`src/rtl/uart_pkg.sv`:
```
// Shared UART definitions: parity modes, FSM state encoding and counter sizing.
// Used by both the parametrised transmitter and the matching receiver.
package uart_pkg;

    localparam int unsigned PARITY_NONE = 0;
    localparam int unsigned PARITY_ODD  = 1;
    localparam int unsigned PARITY_EVEN = 2;

    typedef enum logic [2:0] {
        StIdle,
        StStart,
        StData,
        StParity,
        StStop
    } uart_state_e;

    // Counter width for a modulo-n counter, never narrower than one bit.
    function automatic int unsigned cnt_width(int unsigned n);
        return (n > 1) ? $clog2(n) : 1;
    endfunction

endpackage

```
`src/rtl/uart_tx_param_if.sv`:
```
// Valid/ready word handshake between a byte producer and the UART transmitter.
interface uart_tx_param_if #(
    parameter int unsigned DATA_BITS = 8
);

    logic [DATA_BITS-1:0] data;
    logic                 valid;
    logic                 ready;

    modport master (output data, output valid, input ready);
    modport slave  (input data, input valid, output ready);

endinterface

```
`src/rtl/uart_baud_gen.sv`:
```
// Bit-period timer: tick marks the last CLK cycle of each CLKS_PER_BIT period.
// clear restarts the period so a frame's first bit is always full width.
module uart_baud_gen
    import uart_pkg::*;
#(
    parameter int unsigned CLKS_PER_BIT = 4
) (
    input  logic CLK,
    input  logic RESET,
    input  logic clear,
    output logic tick
);

    localparam int unsigned CW = cnt_width(CLKS_PER_BIT);
    localparam logic [CW-1:0] LAST = CW'(CLKS_PER_BIT - 1);

    logic [CW-1:0] cnt_q;

    assign tick = (cnt_q == LAST);

    always_ff @(posedge CLK or posedge RESET) begin
        if (RESET) begin
            cnt_q <= '0;
        end else if (clear || tick) begin
            cnt_q <= '0;
        end else begin
            cnt_q <= cnt_q + CW'(1);
        end
    end

endmodule

```
`src/rtl/uart_tx_param.sv`:
```
// Parametrised UART transmitter: start bit, DATA_BITS data bits, optional parity,
// 1 or 2 stop bits, each held CLKS_PER_BIT cycles; all outputs registered.
module uart_tx_param
    import uart_pkg::*;
#(
    parameter int unsigned DATA_BITS    = 8,
    parameter int unsigned CLKS_PER_BIT = 4,
    parameter int unsigned PARITY       = PARITY_NONE,
    parameter int unsigned STOP_BITS    = 1,
    parameter int unsigned MSB_FIRST    = 0
) (
    input  logic           CLK,
    input  logic           RESET,
    uart_tx_param_if.slave bus,
    output logic           tx,
    output logic           busy
);

    localparam int unsigned BW = cnt_width(DATA_BITS);
    localparam logic [BW-1:0] LAST_BIT  = BW'(DATA_BITS - 1);
    localparam logic [BW-1:0] LAST_STOP = BW'(STOP_BITS - 1);

    uart_state_e          state_q;
    logic [DATA_BITS-1:0] shift_q;
    logic [BW-1:0]        bit_q;
    logic                 tx_q;
    logic                 ready_q;
    logic                 busy_q;
    logic                 tick;
    logic                 accept;
    logic                 parity_bit;

    assign accept    = bus.valid && ready_q;
    assign bus.ready = ready_q;
    assign tx        = tx_q;
    assign busy      = busy_q;

    // The word stays unshifted, so parity always covers the latched value.
    assign parity_bit = (PARITY == PARITY_EVEN) ? ^shift_q : ~^shift_q;

    function automatic logic [BW-1:0] data_index(logic [BW-1:0] n);
        return (MSB_FIRST != 0) ? LAST_BIT - n : n;
    endfunction

    uart_baud_gen #(
        .CLKS_PER_BIT(CLKS_PER_BIT)
    ) u_baud (
        .CLK  (CLK),
        .RESET(RESET),
        .clear(accept),
        .tick (tick)
    );

    always_ff @(posedge CLK or posedge RESET) begin
        if (RESET) begin
            state_q <= StIdle;
            shift_q <= '0;
            bit_q   <= '0;
            tx_q    <= 1'b1;
            ready_q <= 1'b1;
            busy_q  <= 1'b0;
        end else begin
            case (state_q)
                StIdle: begin
                    if (accept) begin
                        shift_q <= bus.data;
                        bit_q   <= '0;
                        tx_q    <= 1'b0;
                        ready_q <= 1'b0;
                        busy_q  <= 1'b1;
                        state_q <= StStart;
                    end
                end
                StStart: begin
                    if (tick) begin
                        tx_q    <= shift_q[data_index('0)];
                        state_q <= StData;
                    end
                end
                StData: begin
                    if (tick) begin
                        if (bit_q == LAST_BIT) begin
                            bit_q <= '0;
                            if (PARITY != PARITY_NONE) begin
                                tx_q    <= parity_bit;
                                state_q <= StParity;
                            end else begin
                                tx_q    <= 1'b1;
                                state_q <= StStop;
                            end
                        end else begin
                            bit_q <= bit_q + BW'(1);
                            tx_q  <= shift_q[data_index(bit_q + BW'(1))];
                        end
                    end
                end
                StParity: begin
                    if (tick) begin
                        tx_q    <= 1'b1;
                        state_q <= StStop;
                    end
                end
                StStop: begin
                    if (tick) begin
                        if (bit_q == LAST_STOP) begin
                            bit_q   <= '0;
                            ready_q <= 1'b1;
                            busy_q  <= 1'b0;
                            state_q <= StIdle;
                        end else begin
                            bit_q <= bit_q + BW'(1);
                        end
                    end
                end
                default: begin
                    tx_q    <= 1'b1;
                    ready_q <= 1'b1;
                    busy_q  <= 1'b0;
                    state_q <= StIdle;
                end
            endcase
        end
    end

endmodule

```
`src/flat_wrapper.sv`:
```
// flat-port wrapper written by rule: the top's interface ports become plain ports
module uart_tx_param_flat import uart_pkg::*;
#(
    parameter int unsigned DATA_BITS    = 8,
    parameter int unsigned CLKS_PER_BIT = 4,
    parameter int unsigned PARITY       = PARITY_NONE,
    parameter int unsigned STOP_BITS    = 1,
    parameter int unsigned MSB_FIRST    = 0
)
  (CLK, RESET, tx, busy, bus_data, bus_valid, bus_ready);
  uart_tx_param_if #(.DATA_BITS(DATA_BITS)) bus_i ();
  input  logic CLK;
  input  logic RESET;
  output logic tx;
  output logic busy;
  input wire logic [$bits(bus_i.data)-1:0] bus_data;
  input wire logic [$bits(bus_i.valid)-1:0] bus_valid;
  output wire logic [$bits(bus_i.ready)-1:0] bus_ready;
  assign bus_i.data = bus_data;
  assign bus_i.valid = bus_valid;
  assign bus_ready = bus_i.ready;
  uart_tx_param #(.DATA_BITS(DATA_BITS), .CLKS_PER_BIT(CLKS_PER_BIT), .PARITY(PARITY), .STOP_BITS(STOP_BITS), .MSB_FIRST(MSB_FIRST)) u_core (.CLK(CLK), .RESET(RESET), .bus(bus_i), .tx(tx), .busy(busy));
endmodule
```
`config.mk`:
```
export PLATFORM = sky130hd
export DESIGN_NAME = uart_tx_param_flat
export DESIGN_NICKNAME = d
export VERILOG_FILES = /design/src/rtl/uart_pkg.sv /design/src/rtl/uart_tx_param_if.sv /design/src/rtl/uart_baud_gen.sv /design/src/rtl/uart_tx_param.sv /design/src/flat_wrapper.sv
export SDC_FILE = /design/constraint.sdc
export NUM_CORES = 1
export LEC_CHECK = 0
export CAP_MARGIN = 30
export CORE_MARGIN = 2
export CORE_UTILIZATION = 65
export CTS_BUF_LIST = sky130_fd_sc_hd__clkbuf_4 sky130_fd_sc_hd__clkbuf_8
export DETAILED_ROUTE_END_ITERATION = 7
export DONT_BUFFER_PORTS = 1
export HOLD_SLACK_MARGIN = 0.06
export PLACE_DENSITY = 0.91
export SYNTH_ARGS = -nofsm -noshare
export SYNTH_HDL_FRONTEND = slang
export SYNTH_SLANG_ARGS = --single-unit
```
`constraint.sdc`:
```
create_clock -name CLK -period 5 [get_ports CLK]
set_clock_uncertainty 0.2 [all_clocks]
set_input_delay 1 -clock CLK [delete_from_list [all_inputs] [get_ports CLK]]
set_output_delay 1 -clock CLK [all_outputs]
set_load 0.005 [all_outputs]
```
---- After elaboration in Yosys (flattened, before gate mapping) ----
Cells that the tools add are included.
Widths: inputs -> output; s select.
operators by class
  bitwise operators ....................... 2
  reductions and logical operators ........ 11
  $add $sub $neg .......................... 2
  $lt $le $gt $ge ......................... 1
  mux-type cells .......................... 30
  equal/unequal tests ..................... 13
operators with widths
  cell                 number
  $mux 3               12
  $pmux 3 s5           1
  $mux 1               11
  $ne 2x2->1 const B   5
  $pmux 3 s3           1
  $reduce_and 4->1     2
  $reduce_and 7->1     1
  $eq 3x2->1 const B   2
  $eq 3x3->1 const B   2
  $logic_not 3->1      2
  $pmux 1 s3           2
  $pmux 1 s5           1
  $reduce_and 5->1     1
  $lt 3x4->1 const B   1
  $ne 2x1->1 const B   2
  $add 3x1->3 const B  1
  $bmux 1 s3           1
  $eq 3x1->1 const B   1
  $reduce_bool 3->1    1
  $reduce_or 3->1      1
  $add 2x1->2 const B  1
  $eq 2x2->1 const B   1
  $mux 2               1
  $not 1->1            2
  3 further kinds      3
word-level totals
  flip-flop bits (word level) ............. 19

---- Depth between registers and ports, before layout ----
Gate-level depths: netlist of run 1.
  word-level depth ........................ 6
  gate-level depth with buffers ........... 6
  depth with buffers taken out ............ 6

---- Modules after synthesis ----
Synthesis of run 1 repeated with hierarchy kept, for this count alone.
second synthesis, totals
  cell total of the unflattened synthesis .. 90
  area, all modules ....................... 1057.3 µm²
by module, submodules not included
  module         cells an instance  sequential area each (µm²)  times used  area an instance (µm²)
  uart_tx_param  84                 427.9                       1           968.4
  uart_baud_gen  6                  50.0                        1           88.8

---- Worst setup path before layout of run 1 ----
No wires, ideal clock.
  path type ............................... reg2reg
  start ................................... register u_core.bit_q[0]
  end ..................................... register u_core.tx_q, in the netlist u_core.tx
  buffers on the path ..................... 0
  arrival ................................. 1.811 ns
  period minus slack after synthesis ...... 2.104 ns
  stages on the path, launching flop included .. 7
  slack ................................... 2.896 ns
  data required time ...................... 4.707 ns
  path through ............................ dfrtp_1 -> ha_1 -> ha_1 -> mux2_2 -> or3_1 -> a31oi_1 -> o41ai_2
between the ends
  word-level cells in the longest chain between the ends .. 6
  elaborated cells on any way between the ends .. 7
  those cells by class .................... 1 x add/sub; 1 x eq/ne; 5 x mux
RTL lines
  item                          RTL line              text
  start, declared               uart_tx_param.sv:25   logic [BW-1:0] bit_q;
  start signal, assigned        uart_tx_param.sv:92   bit_q <= bit_q + BW'(1);
  start signal, assigned        uart_tx_param.sv:111  bit_q <= bit_q + BW'(1);
  $add 3x1->3                   uart_tx_param.sv:93   tx_q <= shift_q[data_index(bit_q + BW'(1))];
  $bmux 1 s3                    uart_tx_param.sv:93
  $mux 1 (implied by the code)  uart_tx_param.sv:93
  $mux 1 *                      uart_tx_param.sv:82   if (bit_q == LAST_BIT) begin
  $mux 1 *                      uart_tx_param.sv:81   if (tick) begin
  $pmux 1 s5 *                  uart_tx_param.sv:63   case (state_q)
  end signal, assigned          uart_tx_param.sv:76   tx_q <= shift_q[data_index('0)];
  end signal, assigned          uart_tx_param.sv:85   tx_q <= parity_bit;
  end signal, assigned          uart_tx_param.sv:93
  end, declared                 uart_tx_param.sv:26   logic tx_q;
Mark *: on every way between the ends. The rest lies on a longest branch, timed or not. The select of a mux whose other input is x is not followed.
A chain may end at the register's enable or synchronous reset.

---- Worst setup path in the final report of run 1 ----
Same ends and word-level chain as after synthesis.

==> metrics.cfg, run 1 <==
[status]
outcome = complete, no violations

[finish]
syn_to_final_growth_pct = 2.785
n_antenna_cell = 0
design_area_sq_um = 1062
drive_gt1_share_pct = 24.44
finalNetCount = 106

[clocking]
cts_setup_buffers = 0
numClockSinks = 19
hold_buffers = 0
cts_resized = 0
htreeDepth = 1
cts_tree = done
numCtsBuffers = 3
clk_latency_ps = 290
cts-root-buf = clkbuf_4
clk_path_buf_depth = 2
clkTransAtPathRegs_ps = 100

[synthesis]
syn-cell-area_sq_um = 1033
synth_edf_count = 0
synthFlopType = dfrtp_1
ys_seq_elements = 19
yosys.area.top_type = dfrtp_1
synth.distinct_cells = 33
synth_async_sr_flop_share_pct = 100.0
synth_most_common_cell = dfrtp_1
syn-num-nets = 104
synth_common_cells = 17 x dfrtp_1, 9 x mux2_2, 7 x a21oi_1
syn_area_per_cell_sq_um = 11.61
synthCells = 89
ys.warnings.count = 0
netlist.area_leader.share_pct = 41.16
ys_seq_area_share_pct = 46.25
netlist_top_cells_area = dfrtp_1 41%, mux2_2 9.8%, dfstp_2 5.1%, ha_1 4.8%, a21oi_1 3.4%

[detailed_routing]
first_pass_iters = 4
drtIter0Drc = 21
wl_per_cell_um = 17.64
post-route-drc-count = 0
routed_wl_um = 1870
vias = 705
vias_per_cell = 6.651
antenna_left = 0

[sta]
fmax_mhz = 447.5
hold_viol = 0
setup_viol = 0
drv_slew = 0
min_period_over_period_pct = 44.69
relSlewSlack_pct = 53.71
fin_ws_ps = 2766
rsz0062_at_grt = no
min_period_ps = 2234
hold-worst-slack_ps = 247.5
fin_setup_tns_ps = 0
tightest_slew_ps = 693.6

[floorplan]
io_pins = 14
rows = 14
initial_core_util_pct = 68.60
design.die.area_sq_um = 1925
die_h_um = 43.88
die_w_um = 43.88
core_sq_um = 1506

[power]
power.total_w = 0.0005742
ir_drop_mv = 0.3969
leakagePower_nw = 0.4539
powerDensity_nw_per_um2 = 540.6

[global_routing]
grtUsageTotal_pct = 25.42
grt_max_degree = 20
overflow = 0
grt_pass1_wl_um = 3374
antenna_found_initial = 0
grt_pass1_vias = 722

[placed_design]
place_ws_ps = 2764
dp_hpwl_um = 1381
port_buffers = 0
placed_area_sq_um = 1032
gp_congestion = 0.8388

[run]
drv_cap = 0

[worst_setup_path]
worstPathRequired_ps = 5010
ff2ff_setup_slack_ps = 2770
critPathArrivalTime_ps = 2250
cp_max_fo = 6
critical_path_class = flip-flop to flip-flop
critPathLaunchType = flip-flop
endpoint_kind = flip-flop

[hold_path]
holdCritPathClass = flip-flop to flip-flop

## flip-flops by register name (all words and copies together), names as in the netlist
register and flops:
u_core.bit_q 3, u_core.bus.ready 1, u_core.busy 1, u_core.shift_q 8
u_core.state_q 3, u_core.tx 1, u_core.u_baud.cnt_q 2
## metrics by stage
step / util [%] / instances
final: 70.52 / 106
after global routing: 70.52 / 106
after CTS: 70.52 / 106
after detailed placement: 68.52 / 102
after global placement: 68.52 / 102
after floorplan: - / 89
## worst max-delay path: stages, from the launching register on
cell     delay [ps]
dfrtp_1         470
ha_1            240
ha_1            360
mux2_2          340
or3_1           300
a31oi_1         160
o41ai_2          70
## routing by layer
layer | vias to the layer above | track usage, % | wire length [um]
li1 | 330 | - | -
met1 | 348 | 33.33 | 791
met2 | 22 | 37.65 | 933
met3 | 5 | 7.083 | 91
met4 | 0 | 15.15 | 53
met5 | - | 0 | 0
## final cells by class
class | instances | area, sq um
Inverter | 4 | 15.01
Clock buffer | 4 | 30.03
Sequential cell | 19 | 478.0
Fill cell | 102 | 444.2
Multi-Input combinational cell | 63 | 519.2
Tap cell | 16 | 20.02
## path summary, 6_finish.rpt
path | from | to | depth (start not counted)
worst max-delay path | u_core.bit_q[0]$_DFFE_PP0P_ | u_core.tx$_DFFE_PP1P_ | 6
worst min-delay path | u_core.u_baud.cnt_q[0]$_DFF_PP0_ | u_core.u_baud.cnt_q[0]$_DFF_PP0_ | 1
worst max register to register | u_core.bit_q[0]$_DFFE_PP0P_ | u_core.tx$_DFFE_PP1P_ | 6
worst min register to register | u_core.u_baud.cnt_q[0]$_DFF_PP0_ | u_core.u_baud.cnt_q[0]$_DFF_PP0_ | 1
max in group asynchronous | RESET | u_core.state_q[2]$_DFFE_PP0P_ | 1
min in group asynchronous | RESET | u_core.shift_q[4]$_DFFE_PP0P_ | 1
## logic make-up after synthesis
group	synth area share, %
adder cells (fa/ha/maj)	4.843
buffers and inverters	3.510
flip-flops	46.25
XOR/XNOR	0.8476
AND/OR/NAND/NOR	13.56
multiplexers	14.41
AO/OA/AOI/OAI	16.59
## where the power goes
| group | switching [W] | leakage [nW] | internal [W] |
|---|---|---|---|
| Sequential | 0.0000655 | 0.236 | 0.000212 |
| Combinational | 0.000104 | 0.199 | 0.000112 |
| Clock | 0.0000448 | 0.0184 | 0.0000365 |
## cell usage in the layout, fill, tap and decap left out, drive strengths merged, types with 2 or more instances in the layout
cell and instances:
mux2 10, inv 4, dfrtp 17, nand2b 4, o21ai 3, nor2 7
o21a 2, nand2 3, nor2b 2, clkbuf 4, nand3b 3, a21oi 7
nand3 2, a31oi 2, dfstp 2, ha 4
(Power assumes the default switching activity.)
==> run 2, diff against run 1 <==
--- a/config.mk
+++ b/config.mk
@@ -7,12 +7,12 @@
 export LEC_CHECK = 0
 export CAP_MARGIN = 30
 export CORE_MARGIN = 2
-export CORE_UTILIZATION = 65
+export CORE_UTILIZATION = 58
 export CTS_BUF_LIST = sky130_fd_sc_hd__clkbuf_4 sky130_fd_sc_hd__clkbuf_8
 export DETAILED_ROUTE_END_ITERATION = 7
 export DONT_BUFFER_PORTS = 1
 export HOLD_SLACK_MARGIN = 0.06
-export PLACE_DENSITY = 0.91
+export PLACE_DENSITY = 0.86
 export SYNTH_ARGS = -nofsm -noshare
 export SYNTH_HDL_FRONTEND = slang
 export SYNTH_SLANG_ARGS = --single-unit
==> constraint.sdc (replaced) <==
create_clock -name CLK -period 2 [get_ports CLK]
set_clock_uncertainty 0.2 [all_clocks]
set_input_delay 0.4 -clock CLK [delete_from_list [all_inputs] [get_ports CLK]]
set_output_delay 0.4 -clock CLK [all_outputs]
set_load 0.005 [all_outputs]
==> run 2 against run 1 <==
Global-route usage rose by 2.4 points; the flow now finishes with violations (setup timing); worst setup slack got worse by 2800 ps; fmax rose by 10%; via count rose by 14%; non-clock buffer count rose by 15; sequential share of layout area fell by 6.7 points; power rose to 2.8 times the previous value.
==> metrics.cfg, run 2 (same netlist as run 1, synthesis figures left out) <==
[sta]
tightest_slew_ps = 728.3
min_period_ps = 2025
hold_viol = 0
relSlewSlack_pct = 51.39
setup_viol = 1
fin_ws_ps = -24.59
drv_slew = 0
fmax_mhz = 493.9
rsz0062_at_grt = yes
min_period_over_period_pct = 101.2

[worst_setup_path]
r2r-end = u_core.tx$_DFFE_PP1P_
critical_path_class = flip-flop to flip-flop
endpoint_kind = flip-flop
crit_path_end = u_core.tx$_DFFE_PP1P_
ff2ff_setup_slack_ps = -20
worstPathRequired_ps = 2030
cp_max_fo = 2
cpMaxStageDelayCell = dfrtp_1
regToRegStartpoint = u_core.bit_q[1]$_DFFE_PP0P_
crit_chain = ha_2 -> ha_4 -> mux2_4 -> or3_4 -> a31oi_4 -> o41ai_2
crit_buf_inv = 0
rr_worst_depth = 6
max_stage_delay_ps = 400
cpLargestDelayFamily = adder cells
critPathArrivalTime_ps = 2050
critPathLaunch = u_core.bit_q[1]$_DFFE_PP0P_
critPathLaunchType = flip-flop
path_depth = 6

[run]
drv_cap = 0

[floorplan]
initial_core_util_pct = 60.51
rows = 15
die_h_um = 46.21
io_pins = 14
die_w_um = 46.21
core_sq_um = 1708
design.die.area_sq_um = 2135

[detailed_routing]
first_pass_iters = 4
drtIter0Drc = 29
antenna_left = 0
wl_per_cell_um = 19.42
post-route-drc-count = 0
routed_wl_um = 2525
vias_per_cell = 6.200
vias = 806

[hold_path]
hp-start = bus_valid
holdCritPathClass = primary input to flip-flop

[finish]
top_register = u_core.shift_q
final_core_utilization_pct = 73.04
final_cell_mix = 17 x dfrtp_1, 9 x dlygate4sd3_1, 8 x mux2_2, 7 x a21oi_1, 6 x buf_4
syn_to_final_growth_pct = 20.70
design_area_sq_um = 1247
drive_gt1_share_pct = 30.48
finalNetCount = 121
largest_reg_flops = 8
layout_commonest_cell = dfrtp_1
n_antenna_cell = 0
largestRegisters = u_core.shift_q: 8 flops, u_core.bit_q: 3 flops, u_core.state_q: 3 flops

[placed_design]
placed_area_sq_um = 1089
port_buffers = 0
gp_congestion = 0.8218
dp_hpwl_um = 1451

[global_routing]
grtUsageTotal_pct = 27.79
grt_pass1_vias = 775
overflow = 0
grt_max_degree = 20
grt_pass1_wl_um = 4050
antenna_found_initial = 0

[clocking]
cts-root-buf = clkbuf_4
clkTransAtPathRegs_ps = 110
numClockSinks = 19
clk_path_buf_depth = 2
numCtsBuffers = 3
clk_latency_ps = 300
htreeDepth = 1
cts_tree = done

[power]
ir_drop_mv = 0.8989
leakagePower_nw = 0.5234
powerDensity_nw_per_um2 = 1290

[status]
failed_checks = setup timing
outcome = finished, violations left

run 2: changes by cell type in the layout (fill, tap and decap cells not counted), sizes merged:
cell	previous run	this run
buf	0	6
dlygate4sd3	0	9
run 2: per-stage QoR:
| stage | hold slack, ps | worst slack (ps) | power (W) | cells | TNS (ps) |
|---|---|---|---|---|---|
| 2_1_floorplan | 149.7 | -30.91 | 0.001146 | 89 | -30.91 |
| 3_3_place_gp | 218.8 | 45.26 | 0.001236 | 115 | 0 |
| 3_5_place_dp | 229.2 | -9.524 | 0.001282 | 115 | -9.524 |
| 4_1_cts | 106.0 | -5.142 | 0.001511 | 128 | -5.142 |
| 5_1_grt | 133.8 | -69.36 | 0.001683 | 130 | -69.36 |
| 6_report | 124.5 | -24.59 | 0.001610 | 130 | -24.59 |
run 2: routing by layer:
metal / vias up / wire length, um / global-route usage, %
met3: 12 / 142 / 3.529
met2: 52 / 1266 / 45.56
met1: 388 / 1041 / 37.22
met4: 0 / 74 / 10.86
met5: - / 0 / 0
li1: 354 / - / -
run 2: final cells by class:
type	instances	area, sq um
multi-input cells	63	558.0
clock buffers	4	30.03
flip-flops and latches	19	478.0
well taps	25	31.28
inverters	4	15.01
repair buffers	15	135.1
fillers	100	460.4
run 2: how the worst min path moves through the flow:
stage / slack, ps / cells after the start / to
after floorplan: 150 / 1 / u_core.bit_q[0]$_DFFE_PP0P_
after global placement: 220 / 1 / u_core.shift_q[0]$_DFFE_PP0P_
after detailed placement: 230 / 1 / u_core.u_baud.cnt_q[0]$_DFF_PP0_
after CTS: 110 / 2 / u_core.bus.ready$_DFFE_PP1P_
after global routing: 130 / 2 / u_core.u_baud.cnt_q[0]$_DFF_PP0_
final: 120 / 2 / u_core.u_baud.cnt_q[0]$_DFF_PP0_
run 2: power breakdown:
part           switching [W]  internal (W)
combinational       0.000370      0.000356
clock               0.000124     0.0000913
sequential          0.000139      0.000530
total               0.000633      0.000977
run 2: repair_timing:
| action | 4_1_cts | 5_1_grt |
|---|---|---|
| buffers inserted | 0 | 2 |
| hold buffers | 9 | 0 |
| endpoints found under the setup margin | 1 | 2 |
| pin swaps | 0 | 4 |
| gates resized for setup | 1 | 3 |
| hold endpoints to repair | 25 | 0 |
==> run 3, diff against run 2 <==
--- a/config.mk
+++ b/config.mk
@@ -5,6 +5,7 @@
 export SDC_FILE = /design/constraint.sdc
 export NUM_CORES = 1
 export LEC_CHECK = 0
+export ABC_CLOCK_PERIOD_IN_PS = 2000
 export CAP_MARGIN = 30
 export CORE_MARGIN = 2
 export CORE_UTILIZATION = 58
==> results of run 3 <==
Final layout, timing and power as in run 2 (identical DEF).
